`config.mk`:
```
export PLATFORM = sky130hd
export DESIGN_NAME = load_store_unit
export DESIGN_NICKNAME = d
export VERILOG_FILES = /design/src/rtl/load_store_unit.sv
export SDC_FILE = /design/constraint.sdc
export NUM_CORES = 1
export LEC_CHECK = 0
export CAP_MARGIN = 20
export CORE_UTILIZATION = 23
export CTS_CLUSTER_DIAMETER = 80
export DETAILED_ROUTE_END_ITERATION = 7
export PLACE_DENSITY = 0.49
export SLEW_MARGIN = 25
export SYNTH_ARGS = -nofsm -noshare
export SYNTH_HDL_FRONTEND = slang
export SYNTH_SLANG_ARGS = --single-unit
```
`constraint.sdc`:
```
create_clock -name clk_i -period 1.95 [get_ports clk_i]
set_clock_uncertainty 0.15 [all_clocks]
set_input_delay 0.195 -clock clk_i [delete_from_list [all_inputs] [get_ports clk_i]]
set_output_delay 0.195 -clock clk_i [all_outputs]
set_load 0.02 [all_outputs]
```
`src/rtl/load_store_unit.sv`:
```
// load_store_unit: single-outstanding data-memory access unit with byte-lane
// steering, load extension, misalignment faults and pipeline stall.
module load_store_unit (
   input  logic        clk_i,
   input  logic        reset_n_i,
   input  logic        valid_ex_i,
   input  logic        mem_read_ex_i,
   input  logic        mem_write_ex_i,
   input  logic [2:0]  funct3_ex_i,
   input  logic [31:0] alu_result_ex_i,
   input  logic [31:0] write_data_ex_i,
   input  logic [4:0]  rd_ex_i,
   input  logic        flush_i,
   output logic        dmem_req_o,
   output logic        dmem_we_o,
   output logic [31:0] dmem_addr_o,
   output logic [3:0]  dmem_be_o,
   output logic [31:0] dmem_wdata_o,
   input  logic        dmem_gnt_i,
   input  logic        dmem_rvalid_i,
   input  logic [31:0] dmem_rdata_i,
   output logic [31:0] load_data_o,
   output logic [4:0]  rd_o,
   output logic        load_valid_o,
   output logic        store_done_o,
   output logic        fault_o,
   output logic        stall_o
);
   typedef enum logic [1:0] {S_IDLE, S_REQ, S_WAIT} state_t;

   state_t      r_state, w_next;
   logic [29:0] r_addr;
   logic [1:0]  r_off;
   logic        r_we;
   logic [3:0]  r_be;
   logic [31:0] r_wdata;
   logic [2:0]  r_f3;
   logic [4:0]  r_rd;
   logic [31:0] r_load_data;
   logic [4:0]  r_rd_out;
   logic        r_load_valid;
   logic        r_store_done;
   logic        r_fault;

   logic        w_acc, w_legal, w_mis, w_f3ok;
   logic [3:0]  w_be;
   logic [31:0] w_wdata, w_shift, w_ext;

   assign w_acc = (r_state == S_IDLE) & valid_ex_i & (mem_read_ex_i | mem_write_ex_i) & ~flush_i;
   assign w_mis = ((funct3_ex_i[1:0] == 2'b01) & alu_result_ex_i[0]) |
                  ((funct3_ex_i[1:0] == 2'b10) & (|alu_result_ex_i[1:0]));
   assign w_f3ok = mem_write_ex_i ? (~funct3_ex_i[2] & (funct3_ex_i[1:0] != 2'b11))
                                  : ((funct3_ex_i[1:0] != 2'b11) & (funct3_ex_i[2:1] != 2'b11));
   assign w_legal = w_f3ok & ~w_mis;

   always_comb begin
      w_be    = 4'hf;
      w_wdata = 32'h0;
      if (mem_write_ex_i) begin
         w_be    = funct3_ex_i[1] ? 4'hf : funct3_ex_i[0] ? (alu_result_ex_i[1] ? 4'hc : 4'h3)
                                         : 4'b0001 << alu_result_ex_i[1:0];
         w_wdata = funct3_ex_i[1] ? write_data_ex_i : funct3_ex_i[0] ? {2{write_data_ex_i[15:0]}}
                                                                     : {4{write_data_ex_i[7:0]}};
      end
   end

   // funct3[2] selects zero extension; [1] selects full word
   always_comb begin
      w_shift = dmem_rdata_i >> {r_off, 3'b000};
      w_ext   = r_f3[1] ? w_shift
              : r_f3[0] ? {{16{~r_f3[2] & w_shift[15]}}, w_shift[15:0]}
                        : {{24{~r_f3[2] & w_shift[7]}}, w_shift[7:0]};
   end

   always_comb begin
      w_next = r_state;
      w_next = (r_state == S_IDLE) ? ((w_acc & w_legal) ? S_REQ : S_IDLE)
             : (r_state == S_REQ)  ? (dmem_gnt_i ? (r_we ? S_IDLE : S_WAIT) : S_REQ)
                                   : (dmem_rvalid_i ? S_IDLE : S_WAIT);
   end

   always_ff @(posedge clk_i or negedge reset_n_i) begin
      if (!reset_n_i) r_state <= S_IDLE;
      else            r_state <= w_next;
   end

   always_ff @(posedge clk_i or negedge reset_n_i) begin
      if (!reset_n_i) begin
         r_addr       <= '0;
         r_off        <= '0;
         r_we         <= 1'b0;
         r_be         <= '0;
         r_wdata      <= '0;
         r_f3         <= '0;
         r_rd         <= '0;
         r_load_data  <= '0;
         r_rd_out     <= '0;
         r_load_valid <= 1'b0;
         r_store_done <= 1'b0;
         r_fault      <= 1'b0;
      end else begin
         if (w_acc & w_legal) begin
            r_addr  <= alu_result_ex_i[31:2];
            r_off   <= alu_result_ex_i[1:0];
            r_we    <= mem_write_ex_i;
            r_be    <= w_be;
            r_wdata <= w_wdata;
            r_f3    <= funct3_ex_i;
            r_rd    <= rd_ex_i;
         end
         r_fault      <= w_acc & ~w_legal;
         r_store_done <= (r_state == S_REQ) & dmem_gnt_i & r_we;
         r_load_valid <= (r_state == S_WAIT) & dmem_rvalid_i;
         if ((r_state == S_WAIT) & dmem_rvalid_i) begin
            r_load_data <= w_ext;
            r_rd_out    <= r_rd;
         end
      end
   end

   assign dmem_req_o   = (r_state == S_REQ);
   assign dmem_we_o    = r_we;
   assign dmem_addr_o  = {r_addr, 2'b00};
   assign dmem_be_o    = r_be;
   assign dmem_wdata_o = r_wdata;
   assign load_data_o  = r_load_data;
   assign rd_o         = r_rd_out;
   assign load_valid_o = r_load_valid;
   assign store_done_o = r_store_done;
   assign fault_o      = r_fault;
   assign stall_o      = (r_state != S_IDLE);
endmodule

```
## Word-level counts from Yosys, hierarchy flattened

Cells that the tools add are included.

- Shift operators: 2
- Eq/ne operators: 6
- Reductions and logical operators: 3
- Bitwise gates (word level): 22
- Multiplexer cells: 16

Operator list:

| cell | count |
|---|---|
| 32-bit two-way mux | 5 |
| 32-bit by 5-bit right shift with 32-bit output | 1 |
| 4-bit two-way mux | 4 |
| 1-bit bitwise AND | 15 |
| 2-bit two-way mux | 5 |
| 1-bit NOT | 5 |
| 2-bit by 1-bit equality test with 1-bit output, second input constant | 2 |
| 2-bit equality test, second input constant | 2 |
| 2-bit != test, second input constant | 2 |
| 1-bit by 2-bit left shift with 4-bit output, first input constant | 1 |
| 2-bit logical NOT | 1 |
| 1-bit two-way mux | 2 |
| 1-bit OR | 2 |
| 2-bit nonzero test | 1 |
| 2-bit OR reduction | 1 |

- Register bits: 119
- Output and inout port bits: 111

## Logic depth before layout (Yosys ltp)

Gate-level depths: netlist (run 1).

- Depth after elaboration: 8
- Mapped depth: 7
- Depth with buffers taken out: 5

## Worst setup path before layout (run 1)

No wires, ideal clock.

- Kind: register to register
- Start point: register r_state[1]
- End point: register r_f3[1]
- Data arrival time: 1.486 ns
- Buffers on the path: 2
- Path slack: 0.187 ns
- Library setup time: 0.127 ns
- Cell stages (with the launch flop): 6
- Path through: dfrtp_1 nor4b_2 o221ai_2 buf_6 buf_6 mux2_1

- Longest elaborated chain between the ends: 5

RTL lines:

| what | RTL line | source |
|---|---|---|
| start: declaration | 31 | `state_t r_state, w_next;` |
| start signal: assignment | 84 | `else r_state <= w_next;` |
| 2-bit logical NOT | 49 | `assign w_acc = (r_state == S_IDLE) & valid_ex_i & (mem_read_ex_i \| mem_write_ex_i) & ~flush_i;` |
| 1-bit bitwise AND (3 in series) | 49 |  |
| 1-bit bitwise AND | 102 | `if (w_acc & w_legal) begin` |
| end signal: assignment | 108 | `r_f3 <= funct3_ex_i;` |
| end: declaration | 37 | `logic [2:0] r_f3;` |

No other way between the ends.
A chain may end at the register's enable or synchronous reset.

## Final worst setup path (run 1)

- Start point: register r_state[1]
- End point: register r_addr[11]

- Longest elaborated chain between the ends: 5

RTL lines:

| what | RTL line | source |
|---|---|---|
| 2-bit logical NOT | 49 |  |
| 1-bit bitwise AND (3 in series) | 49 |  |
| 1-bit bitwise AND | 102 |  |
| end signal: assignment | 103 | `r_addr <= alu_result_ex_i[31:2];` |
| end: declaration | 32 | `logic [29:0] r_addr;` |

No other way between the ends.

==> results of run 1 <==
flip-flops by register name, indices dropped and copies added (netlist names):
name and flops:
r_state 2, r_addr 30, store_done_o 1, r_rd 5, dmem_wdata_o 32, r_f3 3, r_off 2, load_data_o 32
load_valid_o 1, dmem_we_o 1, dmem_be_o 4, rd_o 5, fault_o 1
final timing paths:
check,from,to,slack (ns)
hold / removal,reset_n_i,load_data_o[28]$_DFFE_PN0P_,0.03
setup reg to reg,r_state[1]$_DFF_PN0_,r_addr[11]$_DFFE_PN0P_,0.08
max in group asynchronous,reset_n_i,dmem_wdata_o[19]$_DFFE_PN0P_,0.94
hold reg to reg,r_rd[0]$_DFFE_PN0P_,rd_o[0]$_DFFE_PN0P_,0.31
setup / recovery,r_state[1]$_DFF_PN0_,r_addr[11]$_DFFE_PN0P_,0.08
min in group clk_i,alu_result_ex_i[10],r_addr[8]$_DFFE_PN0P_,0.22
worst max-delay path, cell delays in order, from the launching register on:
cell and delay [ns]:
dfrtp_1 0.43, nor4b_4 0.32, buf_4 0.17, o221ai_4 0.14, buf_12 0.22, mux2_1 0.32
timing repair:
action / 4_1_cts / 5_1_grt
setup endpoints to repair: 6 / 49
gates resized for setup: 3 / 17
hold endpoints to repair: 119 / 0
hold buffers: 1 / 0
per-layer routing:
layer	wire (µm)	vias up	track usage
met5	0	-	0
met4	267	0	0.0458
met3	1740	16	0.0659
met2	8360	196	0.246
met1	7670	2300	0.184
li1	-	2268	-
layout by cell type, fill, tap and decap left out, types with 2 or more instances in the layout:
cell / instances
or2_2: 2
a21oi_1: 25
dfrtp_1: 119
dlygate4sd2_1: 2
mux2_2: 23
buf_12: 6
inv_1: 4
clkbuf_16: 17
o22a_1: 8
conb_1: 2
nand2b_1: 4
o211ai_1: 8
a22o_1: 7
bufinv_16: 3
clkbuf_8: 2
clkdlybuf4s50_1: 217
mux2_1: 23
buf_4: 25
mux2_4: 17
o21ai_0: 19
mux2i_1: 24
clkinv_2: 3
o21ai_1: 38
nand2_1: 118
nor2_1: 24
nand3b_1: 3
clkbuf_1: 2
clkinv_4: 3
through the flow:
stage                     TNS [ns]  std cells  total power, mW
after floorplan                  0        521             5.99
after global placement      -16.09       1055             8.36
final                            0       1088             11.7
after CTS                        0       1088             11.8
after global routing        -0.281       1088             12.4
after detailed placement    -18.28       1055             8.42
logic make-up (layout without fill, tap and decap cells):
group	count (synthesis)	count (layout)
other	1	2
flip-flops	119	119
AO/OA/AOI/OAI	112	112
buffers and inverters	40	288
AND/OR/NAND/NOR	159	159
multiplexers	89	89
final cells by class:
cell class                      instances  area, µm²
Clock buffer                           21        460
Clock inverter                         11        148
Sequential cell                       119       2980
Timing Repair Buffer                  252       2520
Multi-Input combinational cell        362       2410
Fill cell                            2339      14500
Tap cell                              319        399
Inverter                                4       15.0
power groups by stage:
stage                     Sequential, mW  Combinational [mW]  Clock (mW)
after global placement              3.83                4.53           0
after global routing                3.95                4.93        3.49
after floorplan                     4.72                1.27           0
after detailed placement            3.86                4.56           0
after CTS                           3.83                4.58        3.34
final                               3.83                4.61        3.23
==> impl_metrics.py, run 1 <==
metrics = {
    "place": {
        "placed_area_um2": 8240,
        "hpwl_um": 13700,
        "post-place-ws_ns": -0.283,
        "io_buffers": 220,
        "place_congestion": 0.890,
    },
    "clock_tree": {
        "h-tree-depth": 4,
        "cts_buffer_depth": 2,
        "clock_sinks": 119,
        "ctsRootBufferMaster": "clkbuf_16",
        "clkLatencyLatePin_ns": 0.41,
        "path_clk_slew_ns": 0.06,
        "cts_tree": "yes",
        "cts_setup_buffers": 0,
        "numCtsBuffers": 17,
    },
    "floorplanning": {
        "ios": 223,
        "start_util": 0.234,
        "die_h_um": 157,
        "die_w_um": 157,
        "die_area_um2": 24500,
        "coreArea_um2": 23500,
        "fp-row-count": 56,
    },
    "routing": {
        "drc": 0,
        "vias": 4780,
        "antenna_left": 0,
        "drt-total-wl_um": 18000,
        "drt_pass1_iterations": 4,
        "vias_per_cell": 4.39,
        "routedWlPerCell_um": 16.6,
        "drt_iter0_markers": 226,
    },
    "timing": {
        "tightest_slew_ns": 0.638,
        "fmax_mhz": 535,
        "finalSetupViolCount": 0,
        "slew_violations": 0,
        "fin_crit_sh": 0.959,
        "grt_setup_unrepaired": "true",
        "report.final.hold_viol_count": 0,
        "whs_ns": 0.0281,
        "timing.final.crit_period_ns": 1.87,
        "relSlewSlack": 0.573,
        "worst_slack_ns": 0.0806,
    },
    "power_and_ir_drop": {
        "p_leak_nw": 3.88,
        "p_per_area_nw_per_um2": 1310,
        "clock_power_share": 0.277,
        "ir_drop_mv": 0.563,
        "combPwrFrac": 0.395,
        "pwr-share-seq": 0.328,
        "p_sw_mw": 3.94,
        "internal-power_mw": 7.72,
        "switching_share": 0.338,
    },
    "yosys": {
        "ys_types": 38,
        "synth_edf_count": 0,
        "avgSynthCellArea_um2": 10.6,
        "synth_compound_area_frac": 0.122,
        "synth_top_family_by_area": "multiplexers",
        "synth_top_area_share": 0.542,
        "synthSimpleGateAreaFrac": 0.120,
        "synth_xor_area_frac": 0,
        "synth_most_common_cell": "dfrtp_1",
        "synth_commonest_cells": "dfrtp_1, nand2_1, o21ai_1, mux2_1, a21oi_1",
        "ys_seq_elements": 119,
        "ys_async_sr_fraction": 1.00,
        "synthTopCellsByArea": "dfrtp_1, nand2_1, mux2_1",
        "synth_mux_area_frac": 0.181,
        "syn_inst": 520,
        "yosysSeqAreaShare": 0.542,
        "synth_area_leader_cell": "dfrtp_1",
        "ys.flop_type": "dfrtp_1",
        "synth_fa_ha_area_frac": 0,
        "ys_warn_count": 0,
        "synth_area_um2": 5500,
    },
    "worst_setup_path": {
        "cp-start-kind": "register",
        "rr_worst_depth": 5,
        "crit_arrival_ns": 2.01,
        "required_ns": 2.09,
        "critPathCaptureType": "register",
        "cp_max_fo": 28,
        "worstSetupPathType": "register to register",
    },
    "final_layout": {
        "final_area_um2": 8930,
        "area_delta_synth_final_pct": 62.5,
        "n_antenna_cell": 0,
        "finish.utilization": 0.380,
        "drive_gt1_frac": 0.147,
        "layout.nets": 868,
    },
    "global_routing": {
        "grt_overflow": 0,
        "grt_pass1_wl_um": 28100,
        "grt_max_degree": 42,
        "antenna_found_initial": 0,
        "grt_usage": 0.153,
        "grt_pass1_vias": 4994,
    },
    "run": {
        "drv_cap": 0,
    },
    "outcome": {
        "outcome": "finished, final reports clean",
    },
    "min_path": {
        "hold_class": "input port to async pin",
    },
}
Power figures use the tool's default switching activity.
==> run 2, diff against run 1 <==
--- a/config.mk
+++ b/config.mk
@@ -6,10 +6,11 @@
 export NUM_CORES = 1
 export LEC_CHECK = 0
 export CAP_MARGIN = 20
-export CORE_UTILIZATION = 23
+export CORE_UTILIZATION = 25
 export CTS_CLUSTER_DIAMETER = 80
 export DETAILED_ROUTE_END_ITERATION = 7
-export PLACE_DENSITY = 0.49
+export GPL_TIMING_DRIVEN = 0
+export PLACE_DENSITY = 0.52
 export SLEW_MARGIN = 25
 export SYNTH_ARGS = -nofsm -noshare
 export SYNTH_HDL_FRONTEND = slang
==> impl_metrics.py, run 2 (synthesized netlist as in run 1, its figures left out) <==
metrics = {
    "global_routing": {
        "grt_usage": 0.171,
        "grt_overflow": 0,
        "antenna_found_initial": 1,
        "grt_pass1_vias": 5034,
        "grt_max_degree": 88,
        "grt_pass1_wl_um": 28700,
    },
    "clock_tree": {
        "ctsRootBufferMaster": "clkbuf_16",
        "path_clk_slew_ns": 0.06,
        "h-tree-depth": 4,
        "cts_tree": "yes",
        "clock_sinks": 119,
        "numCtsBuffers": 17,
        "clkLatencyLatePin_ns": 0.40,
        "cts_buffer_depth": 2,
    },
    "timing": {
        "fin_crit_sh": 0.977,
        "timing.final.crit_period_ns": 1.91,
        "finalSetupTns_ns": 0,
        "grt_setup_unrepaired": "true",
        "finalSetupViolCount": 0,
        "relSlewSlack": 0.562,
        "worst_slack_ns": 0.0449,
        "tightest_slew_ns": 0.655,
        "slew_violations": 0,
        "fmax_mhz": 525,
        "report.final.hold_viol_count": 0,
    },
    "routing": {
        "drt-total-wl_um": 18600,
        "drt_pass1_iterations": 4,
        "antenna_left": 0,
        "vias_per_cell": 4.57,
        "drt_iter0_markers": 155,
        "routedWlPerCell_um": 17.7,
        "vias": 4790,
        "drc": 0,
    },
    "run": {
        "drv_cap": 0,
    },
    "worst_setup_path": {
        "cp-start-kind": "input port",
        "critPathCaptureType": "register",
        "crit_arrival_ns": 2.03,
        "cp_max_fo": 10,
        "worstSetupPathType": "input port to register",
        "required_ns": 2.08,
    },
    "final_layout": {
        "fillers": 2079,
        "area_delta_synth_final_pct": 58.6,
        "layout_commonest_cell": "clkdlybuf4s50_1",
        "register_area_um2": 2980,
        "multi_input_area_um2": 2380,
        "drive_gt1_frac": 0.122,
        "final_area_um2": 8720,
        "layout.nets": 872,
        "layout_common_cells": "clkdlybuf4s50_1, dfrtp_1, nand2_1, o21ai_1, mux2_1",
        "n_antenna_cell": 0,
        "finish.utilization": 0.410,
    },
    "floorplanning": {
        "die_area_um2": 22600,
        "start_util": 0.258,
        "coreArea_um2": 21300,
        "die_w_um": 150,
        "fp-row-count": 53,
        "ios": 223,
        "die_h_um": 150,
    },
    "power_and_ir_drop": {
        "p_leak_nw": 3.74,
        "ir_drop_mv": 0.564,
        "power.total_mw": 11.5,
        "p_per_area_nw_per_um2": 1310,
    },
    "place": {
        "post-place-ws_ns": -0.712,
        "placed_area_um2": 8050,
        "io_buffers": 217,
        "hpwl_um": 14200,
        "place_congestion": 0.902,
    },
    "min_path": {
        "hold_class": "input port to register",
    },
    "outcome": {
        "outcome": "finished, final reports clean",
    },
}
==> run 2: final cells by class <==
class / instances / share of cell area
multi-input cells: 362 / 0.273
inverters: 4 / 0.00172
repair buffers: 220 / 0.255
clock buffers: 22 / 0.0544
clock inverters: 10 / 0.0138
well taps: 275 / 0.0395
plain buffers: 36 / 0.0220
flip-flops and latches: 119 / 0.342
==> run 2: report_power, final <==
| group | switching, mW | leakage (nW) | internal (mW) |
|---|---|---|---|
| Clock | 1.14 | 0.275 | 1.99 |
| Combinational | 2.29 | 1.98 | 2.23 |
| Sequential | 0.505 | 1.49 | 3.30 |
==> run 2: through the flow <==
step                cells  hold slack (ns)
floorplan             521           -0.251
global placement     1013            0.305
detailed placement   1014          -0.0729
CTS                  1048          0.00615
global route         1048           0.0247
finish               1048           0.0312
==> run 2: path summary, 6_finish.rpt <==
path / from / end / slack (ns) / cells past startpoint
min reg2reg: r_rd[1]$_DFFE_PN0P_ / rd_o[1]$_DFFE_PN0P_ / 0.33 / 2
min: mem_write_ex_i / dmem_wdata_o[1]$_DFFE_PN0P_ / 0.03 / 3
min in group asynchronous: reset_n_i / load_data_o[21]$_DFFE_PN0P_ / 0.10 / 2
max reg2reg: r_state[0]$_DFF_PN0_ / r_f3[1]$_DFFE_PN0P_ / 0.08 / 5
max: alu_result_ex_i[0] / r_f3[1]$_DFFE_PN0P_ / 0.04 / 6
max in group asynchronous: reset_n_i / dmem_wdata_o[21]$_DFFE_PN0P_ / 0.80 / 3
==> run 2: worst max-delay path, cell delays in order <==
cell             delay, ns
clkdlybuf4s50_1       0.56
a221oi_4              0.42
o221ai_4              0.20
buf_6                 0.19
buf_6                 0.15
mux2_1                0.31
==> run 2: routing by layer <==
layer / part of all wire / vias to the layer above / GRT usage / wire length, µm
met5: 0.00070 / - / 0 / 13
met4: 0.0097 / 2 / 0.0455 / 180
met2: 0.47 / 202 / 0.272 / 8730
met3: 0.096 / 17 / 0.0661 / 1790
li1: - / 2281 / - / -
met1: 0.42 / 2288 / 0.215 / 7860
==> run 2: what timing repair did <==
item / 4_1_cts / 5_1_grt
endpoints found under the setup margin: 93 / 35
hold buffers: 1 / 0
pin swaps: 1 / 0
gates resized for setup: 9 / 12
hold endpoints to repair: 119 / 0
buffers inserted: 1 / 0
